`src/rtl/shift_add_multiplier.sv`:
```
// Sequential shift-and-add multiplier: WIDTH iterations, start/busy/done handshake.
// Define MULT_SIGNED_EN for two's-complement operands (sign-magnitude around the unsigned core).
module shift_add_multiplier #(
    parameter int WIDTH = 16
) (
    input  logic                 clk,
    input  logic                 rst,
    input  logic                 start,
    input  logic [WIDTH-1:0]     multiplicand,
    input  logic [WIDTH-1:0]     multiplier,
    output logic [2*WIDTH-1:0]   product,
    output logic                 busy,
    output logic                 done,
    output logic [1:0]           error
);

    localparam int PW = 2 * WIDTH;
    localparam int CW = $clog2(WIDTH + 1);

    typedef enum logic [1:0] {
        S_IDLE,
        S_RUN,
        S_DONE
    } state_t;

    state_t          state_q;
    logic [PW-1:0]   a_q;
    logic [WIDTH-1:0] b_q;
    logic [PW-1:0]   acc_q;
    logic [CW-1:0]   cnt_q;
    logic [PW-1:0]   product_q;
    logic            busy_q;
    logic            done_q;
    logic [1:0]      error_q;

    logic [PW-1:0]    acc_d;
    logic [PW-1:0]    result_d;
    logic             ovf_d;
    logic [WIDTH-1:0] mag_a;
    logic [WIDTH-1:0] mag_b;
    logic             last;

    assign acc_d = acc_q + (b_q[0] ? a_q : '0);
    assign last  = (cnt_q == CW'(1));

`ifdef MULT_SIGNED_EN
    logic sign_q;
    logic sign_d;

    // 2^(WIDTH-1) negates to itself, which is its correct unsigned magnitude
    assign mag_a = multiplicand[WIDTH-1] ? (~multiplicand + WIDTH'(1)) : multiplicand;
    assign mag_b = multiplier[WIDTH-1] ? (~multiplier + WIDTH'(1)) : multiplier;
    assign sign_d = multiplicand[WIDTH-1] ^ multiplier[WIDTH-1];
    assign result_d = sign_q ? (~acc_d + PW'(1)) : acc_d;
    assign ovf_d = !((&result_d[PW-1:WIDTH-1]) || ~(|result_d[PW-1:WIDTH-1]));

    always_ff @(posedge clk or posedge rst) begin
        if (rst) begin
            sign_q <= 1'b0;
        end else if (start && state_q != S_RUN) begin
            sign_q <= sign_d;
        end
    end
`else
    assign mag_a    = multiplicand;
    assign mag_b    = multiplier;
    assign result_d = acc_d;
    assign ovf_d    = |result_d[PW-1:WIDTH];
`endif

    always_ff @(posedge clk or posedge rst) begin
        if (rst) begin
            state_q   <= S_IDLE;
            a_q       <= '0;
            b_q       <= '0;
            acc_q     <= '0;
            cnt_q     <= '0;
            product_q <= '0;
            busy_q    <= 1'b0;
            done_q    <= 1'b0;
            error_q   <= 2'b00;
        end else begin
            unique case (state_q)
                S_IDLE, S_DONE: begin
                    done_q <= 1'b0;
                    if (start) begin
                        a_q     <= {{WIDTH{1'b0}}, mag_a};
                        b_q     <= mag_b;
                        acc_q   <= '0;
                        cnt_q   <= CW'(WIDTH);
                        error_q <= 2'b00;
                        busy_q  <= 1'b1;
                        state_q <= S_RUN;
                    end else begin
                        state_q <= S_IDLE;
                    end
                end
                S_RUN: begin
                    acc_q <= acc_d;
                    a_q   <= a_q << 1;
                    b_q   <= b_q >> 1;
                    cnt_q <= cnt_q - CW'(1);
                    // a request while running is dropped but remembered
                    if (start) begin
                        error_q[1] <= 1'b1;
                    end
                    if (last) begin
                        product_q  <= result_d;
                        error_q[0] <= ovf_d;
                        busy_q     <= 1'b0;
                        done_q     <= 1'b1;
                        state_q    <= S_DONE;
                    end
                end
                default: begin
                    busy_q  <= 1'b0;
                    done_q  <= 1'b0;
                    state_q <= S_IDLE;
                end
            endcase
        end
    end

    assign product = product_q;
    assign busy    = busy_q;
    assign done    = done_q;
    assign error   = error_q;

endmodule
```
`config.mk`:
```
export PLATFORM = sky130hd
export DESIGN_NAME = shift_add_multiplier
export DESIGN_NICKNAME = d
export VERILOG_FILES = /design/src/rtl/shift_add_multiplier.sv
export SDC_FILE = /design/constraint.sdc
export NUM_CORES = 1
export LEC_CHECK = 0
export BUFFER_PORTS_ARGS = -buffer_cell sky130_fd_sc_hd__buf_2
export CORE_ASPECT_RATIO = 0.9
export CORE_MARGIN = 2
export CORE_UTILIZATION = 29
export DETAILED_ROUTE_END_ITERATION = 8
export HOLD_SLACK_MARGIN = 0.08
export PLACE_DENSITY = 0.48
export RECOVER_POWER = 100
export SLEW_MARGIN = 20
export SYNTH_ARGS = -nofsm -noshare
export SYNTH_HDL_FRONTEND = slang
export SYNTH_SLANG_ARGS = --single-unit
export TNS_END_PERCENT = 10
```
`constraint.sdc`:
```
create_clock -name clk -period 3.5 [get_ports clk]
set_clock_uncertainty 0.2 [all_clocks]
set_input_delay 0.35 -clock clk [delete_from_list [all_inputs] [get_ports clk]]
set_output_delay 0.35 -clock clk [all_outputs]
set_load 0.005 [all_outputs]
```
==> metrics.csv, run 1 <==
stage,metric,value,unit
status,status,"complete, but fails checks",
status,violations,"max-capacitance violations, max-slew violations, negative setup slack",
clock_network,clkSinkCount,122,
timing,setup_viol,1,
clock_network,cts_root_buf,clkbuf_16,
route,vias,5999,
die,rows,52,
route,initialDrtViolationCount,430,
setup_path,slowest_delay,0.52,ns
setup_path,cp_top_family,simple AND/OR/NAND/NOR gates,
pwr,p_int,5.40,mW
setup_path,path_cells,buf_6 > and2_1 > ha_4 > nand4_1 > or4_4 > a211oi_4 > o311ai_4 > and2_4 > o211a_1 > a2111o_1 > nor4_4 > a41oi_1,
job,cap_violations,3,
setup_path,cp-end-kind,register,
pwr,power_frac_clock,21.2,%
synth,syn_inst,736,
synth,synth_top_flop_cell,dfrtp_1,
cells_and_area,seqCellArea,0.00305,mm2
die,design.core.area,0.0226,mm2
pwr,seqPwrFrac,28.0,%
placement,gp_congestion,0.892,
cells_and_area,multiInputGateArea,0.00380,mm2
global_route,use_met3,3.76,%
timing,clock.fmax,283,MHz
worst_hold_path,hp-class,register to register,
timing,fin_crit_sh,101,%
synth,syn-num-nets,805,
timing,worstMarginPinSlew,1.71,ns
route,avgViaCountPerCell,4.82,
global_route,grt_overflow_total,0,
setup_path,crit_fanout,12,
clock_network,cts_buffer_depth,2,
die,chipWidth,164,um
pwr,swShare,38.6,%
cells_and_area,antenna_cells,0,
cells_and_area,nFillCells,2232,
setup_path,path_buf_inv,1,
timing,slew_headroom,-14.0,%
timing,fin_ws,-0.0382,ns
timing,fin_crit,3.54,ns
clock_network,cts_tree,built,
placement,place.detailed.hpwl,13600,um
cells_and_area,syn_to_final_growth,41.1,%
route,drcViolationCount,0,
global_route,grt_pass1_vias,5920,
placement,port_buffers,70,
global_route,grt_util_all_layers,16.8,%
clock_network,clk_pin_slew_worst_paths,0.06,ns
clock_network,cts_buffers,17,
placement,dpl-instance-area,0.00811,mm2
pwr,peakVddDrop,0.348,mV
global_route,use_met1,26.7,%
route,wl_per_cell,15.8,um
synth,yosysWarnings,0,
setup_path,slowest_stage,or4_4,
cells_and_area,stdcell_area,0.00945,mm2
pwr,power_density,931,mW/mm2
synth,synth.distinct_cells,68,
pwr,pwr-share-comb,50.7,%
synth,synth_edf_count,0,
pwr,cellLeakagePower,4.46,nW
pwr,power,8.79,mW
clock_network,ctsHtreeMaxLevel,4,
clock_network,insertion_delay,0.43,ns
global_route,grt_max_degree,123,
route,ant_nets,0,
pwr,power.net_switching,3.40,mW
die,die_area,0.0243,mm2
cells_and_area,layout.nets,1003,
synth,async_reset_ff_share,100,%
die,initial_core_util,29.7,%
setup_path,setup.worst_path.class,register to register,
synth,ys_seq_area_share,45.6,%
global_route,antenna_found_initial,0,
setup_path,worstPathRequired,3.59,ns
global_route,grtUsageMet2,22.4,%
global_route,grt_pass1_wl,31800,um
route,routed_wl,19700,um
die,die_y,148,um
cells_and_area,drive_above_1_share,26.6,%
setup_path,arrival,3.63,ns
route,first_pass_iters,5,
global_route,busiest_layer,met1,
die,io_pins,71,
timing,slew_viol_final,225,
placement,pre_cts_ws,-0.277,ns
timing,hold_viol,0,
synth,ys_seq_elements,122,
timing,rsz0062_at_grt,true,
synth,syn_avg_cell_area,9.10,um2
setup_path,start_kind,register,
synth,synthesis.area,0.00670,mm2
cells in the final DEF, fill, tap and decap left out, drive strengths merged, types with 33 or more instances in the layout:
| master | count |
|---|---|
| nand2 | 179 |
| and2 | 34 |
| o21ai | 51 |
| dfrtp | 122 |
| a21oi | 36 |
| buf | 161 |
| ha | 33 |
| clkbuf | 49 |
| a22o | 38 |
| dlygate4sd3 | 34 |
sequential cells by signal, indices dropped and copies added (netlist names):
name,flops
state_q,1
cnt_q,5
product,32
error,2
acc_q,32
busy,1
b_q,16
done,1
a_q,32
per-stage QoR:
stage               cells  util [%]  TNS (ns)  hold WS (ns)
floorplan             736         -   -0.0498         0.246
detailed placement   1168      35.9    -0.712         0.258
finish               1244      41.9   -0.0382         0.265
CTS                  1242      41.5   -0.0170         0.272
global route         1244      41.9    -0.237         0.297
global placement     1168      35.9    -0.363         0.255
layout make-up:
type | count | share of cell area, %
Clock buffer | 22 | 5.23
Clock inverter | 10 | 1.47
Inverter | 8 | 0.357
Multi-Input combinational cell | 563 | 40.3
Sequential cell | 122 | 32.3
Tap cell | 297 | 3.93
Timing Repair Buffer | 222 | 16.4
per-layer routing:
metal,wire (um),part of all wire (%)
met5,0,0
met2,7900,40
met1,10800,55
met4,128,0.65
met3,821,4.2
final timing paths:
kind                            cells past startpoint                    from                      to  slack (ns)
worst max-delay path                               12      b_q[0]$_DFFE_PP0P_    error[0]$_DFFE_PP0P_       -0.04
max in group asynchronous                           4                     rst      b_q[0]$_DFFE_PP0P_        1.07
worst max register to register                     12      b_q[0]$_DFFE_PP0P_    error[0]$_DFFE_PP0P_       -0.04
worst min register to register                      2  product[0]$_DFFE_PP0P_  product[0]$_DFFE_PP0P_        0.27
worst min-delay path                                2  product[0]$_DFFE_PP0P_  product[0]$_DFFE_PP0P_        0.27
min in group asynchronous                           4                     rst  product[6]$_DFFE_PP0P_        0.89
kinds of logic after synthesis:
family / Yosys count / share of synthesized area [%]
xor gates and xnor gates: 26 / 3.40
and+or+nand+nor: 294 / 19.8
muxes: 2 / 0.318
buffers and inverters: 51 / 3.14
DFF: 122 / 45.6
adders and majority gates: 34 / 6.46
AOI/OAI and AO/OA: 207 / 21.3
worst reg2reg max path: stages, from the launching register on:
cell and delay [ns]:
dfrtp_2 0.43, buf_6 0.15, and2_1 0.17, ha_4 0.30, nand4_1 0.14, or4_4 0.52
a211oi_4 0.29, o311ai_4 0.14, and2_4 0.20, o211a_1 0.25, a2111o_1 0.34, nor4_4 0.15
a41oi_1 0.14
synthesized netlist by cell type (all sizes together), types with 15 or more instances:
library cell  number  share of area, %
a21oi             36               2.7
a22o              38               5.0
a22oi             30               3.4
and2              34               3.2
clkbuf            31               1.7
dfrtp            122                46
ha                33               6.2
nand2            179                10
nor2              30               1.7
o21ai             51               3.8
xnor2             15               2.0
power by group through the flow:
stage | logic (mW) | clock network (mW) | registers (mW)
after detailed placement | 4.08 | 0 | 2.43
after global placement | 4.06 | 0 | 2.43
final | 4.46 | 1.87 | 2.47
after global routing | 4.96 | 1.98 | 2.55
after floorplan | 2.37 | 0 | 2.33
after CTS | 4.34 | 1.91 | 2.44
timing repair:
item	CTS	global route
resized for setup	37	25
pin swaps	22	15
cloned	1	0
hold buffers	34	0
endpoints found under the setup margin	5	8
hold endpoints to repair	156	0
buffers inserted	8	2
No activity file was read; power rests on OpenSTA's default activity.
==> inputs of run 2 (changes only) <==
Settings changed: CAP_MARGIN set to 5, GPL_ROUTABILITY_DRIVEN set to 1, PLACE_DENSITY 0.48 to 0.52.
==> metrics.csv, run 2 (same netlist as run 1, synthesis figures left out) <==
stage,metric,value,unit,change
status,status,"complete, but fails checks",,
status,violations,"max-capacitance violations, max-slew violations",,
setup_path,r2r_cells,12,,unchanged
die,initial_core_util,29.7,%,unchanged
setup_path,cp_top_family,simple AND/OR/NAND/NOR gates,,
global_route,grt_pass1_vias,6035,,+1.9%
global_route,grt_max_degree,83,,-33%
placement,gp_congestion,0.859,,-3.6%
clock_network,ctsHtreeMaxLevel,4,,unchanged
clock_network,cts_buffers,17,,unchanged
timing,holdWs,0.265,ns,-0.000507 ns
cells_and_area,syn_to_final_growth,41.3,%,
timing,rsz0062_at_grt,true,,
route,ant_nets,0,,unchanged
timing,hold_viol,0,,unchanged
cells_and_area,layout.nets,1007,,+0.40%
setup_path,slowest_delay,0.53,ns,about the same
setup_path,start_kind,register,,
route,avgViaCountPerCell,4.79,,-0.72%
setup_path,arrival,3.56,ns,-0.07 ns
setup_path,path_buf_inv,1,,unchanged
global_route,antenna_found_initial,0,,unchanged
cells_and_area,stdcell_area,0.00947,mm2,+0.17%
route,routed_wl,19100,um,-2.9%
pwr,power_density,915,mW/mm2,-1.6%
placement,dp.cells,1167,,-0.086%
placement,place.detailed.hpwl,13400,um,-1.6%
setup_path,slowest_stage,or4_4,,
placement,dpl-instance-area,0.00808,mm2,-0.40%
cells_and_area,fin_util,41.9,%,+0.072 points
setup_path,crit_fanout,9,,-3
worst_hold_path,hold_start,product[28]$_DFFE_PP0P_,,
clock_network,cts_buffer_depth,2,,unchanged
pwr,power.net_switching,3.34,mW,-1.7%
setup_path,critPathLaunch,b_q[0]$_DFFE_PP0P_,,
timing,worstMarginPinSlew,1.75,ns,+0.0433 ns
pwr,peakVddDrop,0.353,mV,+1.4%
route,wl_per_cell,15.3,um,-3.1%
global_route,grt_pass1_wl,31700,um,-0.43%
cells_and_area,layout.cells.non_filler,1247,,+0.24%
pwr,pwr-share-comb,50.0,%,-0.7 points
clock_network,clk_pin_slew_worst_paths,0.06,ns,about the same
setup_path,worstPathRequired,3.58,ns,about the same
die,die_area,0.0243,mm2,unchanged
pwr,p_int,5.32,mW,-1.3%
pwr,cellLeakagePower,4.49,nW,+0.69%
die,die_y,148,um,unchanged
die,chipWidth,164,um,unchanged
cells_and_area,antenna_cells,0,,unchanged
route,vias,5970,,-0.48%
timing,clock.fmax,287,MHz,+1.6%
cells_and_area,layout_commonest_cell,nand2_1,,
pwr,seqPwrFrac,28.4,%,+0.4 points
setup_path,rrSetupSlack,0.02,ns,+0.06 ns
worst_hold_path,hp-class,register to register,,
placement,port_buffers,70,,unchanged
timing,slew_headroom,-16.9,%,-2.9 points
pwr,power_frac_clock,21.6,%,+0.4 points
setup_path,r2r-start,b_q[0]$_DFFE_PP0P_,,
cells_and_area,seqCellArea,0.00305,mm2,unchanged
setup_path,crit_top_cell,and2_4,,
route,initialDrtViolationCount,490,,+14%
cells_and_area,layout_common_cells,"nand2_1, dfrtp_1, buf_4",,
die,rows,52,,unchanged
setup_path,r2r_end,error[0]$_DFFE_PP0P_,,
setup_path,setup.worst_path.class,register to register,,
pwr,swShare,38.6,%,-0.077 points
die,io_pins,71,,unchanged
clock_network,cts_root_buf,clkbuf_16,,
clock_network,insertion_delay,0.42,ns,about the same
worst_hold_path,whs_endpoint,product[28]$_DFFE_PP0P_,,
timing,fin_crit,3.48,ns,-0.0562 ns
setup_path,path_cells,buf_6 > and2_4 > ha_4 > nand2_4 > or4_4 > a211oi_4 > o311ai_4 > and2_4 > o211a_1 > a2111o_1 > nor4_2 > a41oi_1,,
global_route,grt_util_all_layers,16.6,%,-0.13 points
cells_and_area,multiInputGateArea,0.00382,mm2,+0.36%
route,first_pass_iters,4,,-1
clock_network,cts_tree,built,,
timing,slew_viol_final,173,,-23%
timing,fin_crit_sh,99.5,%,-1.6 points
global_route,grt_overflow_total,0,,unchanged
clock_network,clkSinkCount,122,,unchanged
cells_and_area,nFillCells,2248,,+0.72%
cells_and_area,drive_above_1_share,26.9,%,+0.34 points
setup_path,cp-end-kind,register,,
die,design.core.area,0.0226,mm2,unchanged
job,cap_violations,3,,unchanged
timing,setup_viol,0,,-1
route,drcViolationCount,0,,unchanged
worst_hold_path,whs_path_depth,2,,unchanged
-- run 2: power groups by stage --
| stage | logic (mW) | clock network [mW] | registers, mW |
|---|---|---|---|
| 5_1_grt | 4.86 | 1.97 | 2.55 |
| 3_5_place_dp | 3.96 | 0 | 2.43 |
| 4_1_cts | 4.32 | 1.90 | 2.46 |
| 6_report | 4.33 | 1.87 | 2.46 |
| 3_3_place_gp | 3.92 | 0 | 2.44 |
| 2_1_floorplan | 2.37 | 0 | 2.33 |
-- run 2: worst register-to-register path, cell delays in order, from the launching register on --
cell and delay, ns:
dfrtp_2 0.43, buf_6 0.15, and2_4 0.15, ha_4 0.29, nand2_4 0.07, or4_4 0.53
a211oi_4 0.25, o311ai_4 0.13, and2_4 0.17, o211a_1 0.23, a2111o_1 0.37, nor4_2 0.24
a41oi_1 0.14
-- run 2: per-layer routing --
metal	GRT usage, %	routed length [um]
met5	0	0
met2	23.0	7640
met4	5.18	338
met1	25.1	10200
met3	4.24	997
-- run 2: worst max path at each step --
stage | to | slack (ns) | cells after the start
global placement | error[0]$_DFFE_PP0P_ | -0.25 | 12
detailed placement | error[0]$_DFFE_PP0P_ | -0.34 | 12
finish | error[0]$_DFFE_PP0P_ | 0.02 | 12
CTS | error[0]$_DFFE_PP0P_ | -0.04 | 12
floorplan | error[0]$_DFFE_PP0P_ | -0.05 | 12
global route | error[0]$_DFFE_PP0P_ | -0.11 | 14
-- run 2: per-stage QoR --
step,setup TNS (ns),total power [mW],setup slack [ns]
floorplan,-0.0498,4.70,-0.0498
detailed placement,-0.899,6.39,-0.336
finish,0,8.67,0.0180
global placement,-0.483,6.36,-0.251
CTS,-0.0445,8.68,-0.0445
global route,-0.207,9.39,-0.109
-- run 2: timing repair --
| item | in CTS | in global routing |
|---|---|---|
| pin swaps | 25 | 12 |
| resized for setup | 40 | 24 |
| setup buffers | 12 | 2 |
| hold buffers | 34 | 0 |
| hold endpoints to repair | 107 | 0 |
| setup endpoints to repair | 5 | 10 |
| cloned | 1 | 0 |
-- run 2: cell type report --
| type | count | share of cell area (%) |
|---|---|---|
| well taps | 297 | 3.93 |
| inverters | 8 | 0.357 |
| clock inverters | 10 | 1.77 |
| flip-flops and latches | 122 | 32.3 |
| clock buffers | 21 | 4.76 |
| repair buffers | 226 | 16.6 |
| multi-input cells | 563 | 40.3 |
